### src/rtl/lc3b_word_cache.sv
// lc3b_word_cache: direct-mapped, 8-line, one-word-per-line cache between the
// LC-3b CPU port and physical memory. Reads are allocated on miss; writes are
// write-through with no write-allocate. Saturating read hit/miss counters.
module lc3b_word_cache (
    input  logic        clk,
    input  logic        reset,
    input  logic [15:0] mem_address,
    input  logic        mem_read,
    input  logic        mem_write,
    input  logic [1:0]  mem_byte_enable,
    input  logic [15:0] mem_wdata,
    output logic [15:0] mem_rdata,
    output logic        mem_resp,
    output logic [15:0] pmem_address,
    output logic        pmem_read,
    output logic        pmem_write,
    output logic [1:0]  pmem_byte_enable,
    output logic [15:0] pmem_wdata,
    input  logic [15:0] pmem_rdata,
    input  logic        pmem_resp,
    output logic [15:0] hit_count,
    output logic [15:0] miss_count
);

    typedef enum logic [1:0] {IDLE, FILL, WRITE, DONE} state_t;

    state_t      state;
    state_t      state_next;

    logic [7:0]  valid;
    logic [11:0] tag_arr  [8];
    logic [15:0] data_arr [8];

    logic [2:0]  index;
    logic [11:0] tag;
    logic        hit;
    logic [15:0] line_data;
    logic [15:0] merged_data;

    logic        fill_we;
    logic        write_we;
    logic        hit_inc;
    logic        miss_inc;

    assign index       = mem_address[3:1];
    assign tag         = mem_address[15:4];
    assign line_data   = data_arr[index];
    assign hit         = valid[index] && (tag_arr[index] == tag);
    assign merged_data = {mem_byte_enable[1] ? mem_wdata[15:8] : line_data[15:8],
                          mem_byte_enable[0] ? mem_wdata[7:0]  : line_data[7:0]};

    // Address/data passthroughs to physical memory; held at zero during reset.
    assign pmem_address     = reset ? '0 : {mem_address[15:1], 1'b0};
    assign pmem_byte_enable = reset ? '0 : mem_byte_enable;
    assign pmem_wdata       = reset ? '0 : mem_wdata;

    // State register; reset drops any outstanding physical request at once.
    always_ff @(posedge clk or posedge reset) begin
        if (reset) begin
            state <= IDLE;
        end else begin
            state <= state_next;
        end
    end

    // Next-state, handshake outputs and array/counter update strobes.
    always_comb begin
        state_next = state;
        mem_resp   = 1'b0;
        mem_rdata  = '0;
        pmem_read  = 1'b0;
        pmem_write = 1'b0;
        fill_we    = 1'b0;
        write_we   = 1'b0;
        hit_inc    = 1'b0;
        miss_inc   = 1'b0;
        case (state)
            IDLE: begin
                if (mem_write) begin
                    state_next = WRITE;
                end else if (mem_read) begin
                    if (hit) begin
                        mem_resp  = 1'b1;
                        mem_rdata = line_data;
                        hit_inc   = 1'b1;
                    end else begin
                        state_next = FILL;
                        miss_inc   = 1'b1;
                    end
                end
            end
            FILL: begin
                pmem_read = 1'b1;
                if (pmem_resp) begin
                    fill_we    = 1'b1;
                    state_next = DONE;
                end
            end
            WRITE: begin
                pmem_write = 1'b1;
                if (pmem_resp) begin
                    write_we   = hit;
                    state_next = DONE;
                end
            end
            DONE: begin
                mem_resp   = 1'b1;
                mem_rdata  = line_data;
                state_next = IDLE;
            end
            default: state_next = IDLE;
        endcase
    end

    // Valid bits and saturating counters; the only resettable line state.
    always_ff @(posedge clk or posedge reset) begin
        if (reset) begin
            valid      <= '0;
            hit_count  <= '0;
            miss_count <= '0;
        end else begin
            if (fill_we) begin
                valid[index] <= 1'b1;
            end
            if (hit_inc && (hit_count != '1)) begin
                hit_count <= hit_count + 16'd1;
            end
            if (miss_inc && (miss_count != '1)) begin
                miss_count <= miss_count + 16'd1;
            end
        end
    end

    // Tag and data arrays; contents are qualified by valid so need no reset.
    always_ff @(posedge clk) begin
        if (fill_we) begin
            tag_arr[index]  <= tag;
            data_arr[index] <= pmem_rdata;
        end else if (write_we) begin
            data_arr[index] <= merged_data;
        end
    end

endmodule

### config.mk
export PLATFORM = sky130hd
export DESIGN_NAME = lc3b_word_cache
export DESIGN_NICKNAME = d
export VERILOG_FILES = /design/src/rtl/lc3b_word_cache.sv
export SDC_FILE = /design/constraint.sdc
export NUM_CORES = 1
export LEC_CHECK = 0
export ABC_AREA = 0
export BUFFER_PORTS_ARGS = -buffer_cell sky130_fd_sc_hd__buf_2
export CORE_MARGIN = 2
export CORE_UTILIZATION = 51
export DETAILED_ROUTE_END_ITERATION = 7
export PLACE_DENSITY_LB_ADDON = 0.3
export SETUP_SLACK_MARGIN = 0.02
export SLEW_MARGIN = 20
export SYNTH_ARGS = -nofsm -noshare
export SYNTH_HDL_FRONTEND = slang
export SYNTH_SLANG_ARGS = --single-unit
### constraint.sdc
create_clock -name clk -period 4.3 [get_ports clk]
set_input_delay 0.86 -clock clk [delete_from_list [all_inputs] [get_ports clk]]
set_output_delay 0.86 -clock clk [all_outputs]
set_load 0.01 [all_outputs]
==> impl_metrics.ini <==
[floorplan]
dieArea_mm2 = 0.0239
die_y_um = 155
row_count = 55
initial_core_util_pct = 51.5
chipWidth_um = 155
pin_count = 140
core_mm2 = 0.0225

[synthesis]
synthDistinctLibCells = 61
synth_cells = 762
yosys_warnings = 0
async_reset_ff_share_pct = 15.8
synth_largest_area_cell = edfxtp_1
yosys.area.top_type_share_pct = 58.1
avgSynthCellArea_um2 = 15.2
seq_area_frac_synth_pct = 67.1
ys_ff_latch = 266
synth-edff-count = 224
synth-main-ff-cell = edfxtp_1
netlist_area_mm2 = 0.0116
syn_nets = 823
synth_area_leaders = edfxtp_1 58%, dfrtp_1 9.1%, mux2i_1 2.4%

[sta]
final.period_utilization_pct = 98.0
finalSetupViolations = 0
holdWs_ns = 0.467
max_freq_mhz = 237
tns_ns = 0
max_slew_margin_pct = 50.5
layout_min_cycle_time_ns = 4.21
slew_violations = 0
fin_skew_ns = 0.0100
worst_pin_slew_ns = 0.742
rsz0062_at_grt = true
hold_viol = 0

[critical_path]
crit_fanout = 14
crit_arrival_ns = 3.35
max_stage_delay_ns = 0.35
critical_path_class = input port to output pin
cp_data_required_time_ns = 3.44
path_cells = buf_2 > buf_12 > mux2_2 > a221oi_2 > o22ai_2 > xor2_2 > nor4_4 > buf_4 > a31oi_1 > or2_4 > buf_12 > nor2_1 > buf_2
worstSetupStartpointType = input port
end_kind = output pin
cpMaxStageDelayCell = mux2_2

[route]
routed_wl_mm = 27.3
vias = 7353
drtAntennaViolNets = 0
first_pass_iters = 5
viasPerCell = 5.75
wl_per_cell_um = 21.4
drcViolationCount = 0
drt_iter0_drc = 456

[placement]
globalplace.congestion = 0.825
hpwl_mm = 17.4
port_buffers = 137

[job]
drv_cap = 0

[clock_network]
cts_buffers = 28
clockBufferDepth = 3
cts_hold_buf = 0
cts.sinks = 266
cts.clk_slew.worst_paths_ns = 0.06
cts-htree-levels = 1
cts_tree = done
insertion_delay_ns = 0.53
cts_root_buffer = clkbuf_16

[cells_and_area]
antenna_cells = 0
syn_to_final_growth_pct = 25.0
nFillCells = 1606
nets = 1035
layout-drive-gt1-share_pct = 37.3

[status]
status = finished clean

[global_route]
track_usage_pct = 22.9
grt_pass1_wl_mm = 41.6
grt_max_degree = 35
antenna_found_initial = 0
first_global_vias = 7326
gr-total-overflow = 0

[power]
p_leak_nw = 5.56
ir_worst_vdd_mv = 0.308
pwr_density_cell_mw_per_mm2 = 438

[min_path]
hold_path_class = register to register
[synthesized netlist by cell type (5+ instances only)]
cell	n
o21ai_0	23
nand2_1	41
and3_1	10
nand3_1	13
xnor2_1	17
a31oi_1	5
inv_1	6
a21oi_1	9
nor3_1	12
nor2_1	42
a221oi_1	21
buf_6	6
dfrtp_1	42
buf_2	10
mux2i_1	28
mux4_2	11
mux2_2	21
xor2_1	24
mux4_1	10
edfxtp_1	224
or2_2	9
o22ai_1	5
nand4_1	16
ha_1	6
clkbuf_1	16
mux2_4	10
a22oi_1	24
nor2b_1	37
nor4_1	7
and2_1	5
[worst max-delay path: cells and delay by family]
family	cells	cell delay, ns
AOI/OAI and AO/OA	3	0.48
xor gates and xnor gates	1	0.19
buffers and inverters	5	0.74
muxes	1	0.35
and+or+nand+nor	3	0.70
[cell families (layout without fill, tap and decap cells)]
kind of cell / Yosys count / in the layout / share of synthesized area [%]
flops: 266 / 266 / 67.1
simple gates: 217 / 217 / 10.3
compound gates: 103 / 103 / 6.30
mux: 81 / 81 / 10.3
buf+inv: 47 / 279 / 2.26
xor+xnor: 41 / 41 / 3.10
fa+ha+maj: 6 / 6 / 0.648
other cells: 1 / 1 / 0.0324
[sequential cells by signal, indices dropped and copies added (netlist names)]
name	cells
tag_arr	96
valid	8
state	2
miss_count	16
hit_count	16
data_arr	128
[layout by cell type, fill, tap and decap left out, types with 18 or more instances in the layout]
master / n
buf_4: 68
mux4_2: 18
nand2_1: 41
nor2b_1: 36
o21ai_0: 23
mux2i_1: 26
xor2_1: 22
edfxtp_1: 224
a221oi_1: 18
clkbuf_16: 31
buf_2: 124
dfrtp_1: 42
nor2_1: 28
mux2_2: 21
a22oi_1: 20
[repair_timing]
item / in CTS / in global routing
gates resized for setup: 25 / 55
buffers inserted: 5 / 3
endpoints found under the setup margin: 17 / 17
gates cloned: 1 / 2
pin swaps: 11 / 20
[report_power, final]
part / internal [W] / switching (W)
logic: 0.000431 / 0.000528
clock network: 0.00144 / 0.000957
registers: 0.00292 / 0.0000662
total: 0.00480 / 0.00155
[metrics by stage]
| step | utilization [%] | setup slack [ns] | std cells | area, µm² | total power, W |
|---|---|---|---|---|---|
| 2_1_floorplan | - | -0.320 | 762 | 11600 | 0.00352 |
| 3_3_place_gp | 58.3 | -0.242 | 1218 | 13100 | 0.00383 |
| 3_5_place_dp | 58.3 | -0.285 | 1218 | 13100 | 0.00385 |
| 4_1_cts | 63.0 | 0.0209 | 1274 | 14200 | 0.00629 |
| 5_1_grt | 64.3 | -0.0251 | 1279 | 14500 | 0.00657 |
| 6_report | 64.3 | 0.0880 | 1279 | 14500 | 0.00635 |
[cell type report]
class	count	area, µm²	area share [%]
clock buffer	39	783	5.41
clock inverter	11	129	0.890
inverter	8	32.5	0.225
multi-input combinational	449	3780	26.1
sequential	266	7780	53.7
tap	285	357	2.46
timing repair buffer	221	1620	11.2
[path summary, 6_finish.rpt]
check | start | to | slack [ns] | cells past startpoint
max | mem_address[3] | mem_rdata[8] | 0.09 | 13
max in group asynchronous | reset | miss_count[10] | 2.98 | 3
min reg2reg | valid[4] | valid[4] | 0.47 | 1
min | valid[4] | valid[4] | 0.47 | 1
max reg2reg | tag_arr[5][3] | data_arr[4][0] | 1.09 | 11
min in group asynchronous | reset | valid[6] | 0.77 | 2
[metal layers]
metal  up-vias  GRT usage, %  share of wire [%]  wire, µm
met1      3695          30.7                 42     11600
li1       3364             -                  -         -
met2       250          39.3                 50     13700
met5         -             0                  0         0
met4         0          6.44                2.2       609
met3        44          3.25                5.3      1450
(Power assumes the default switching activity.)
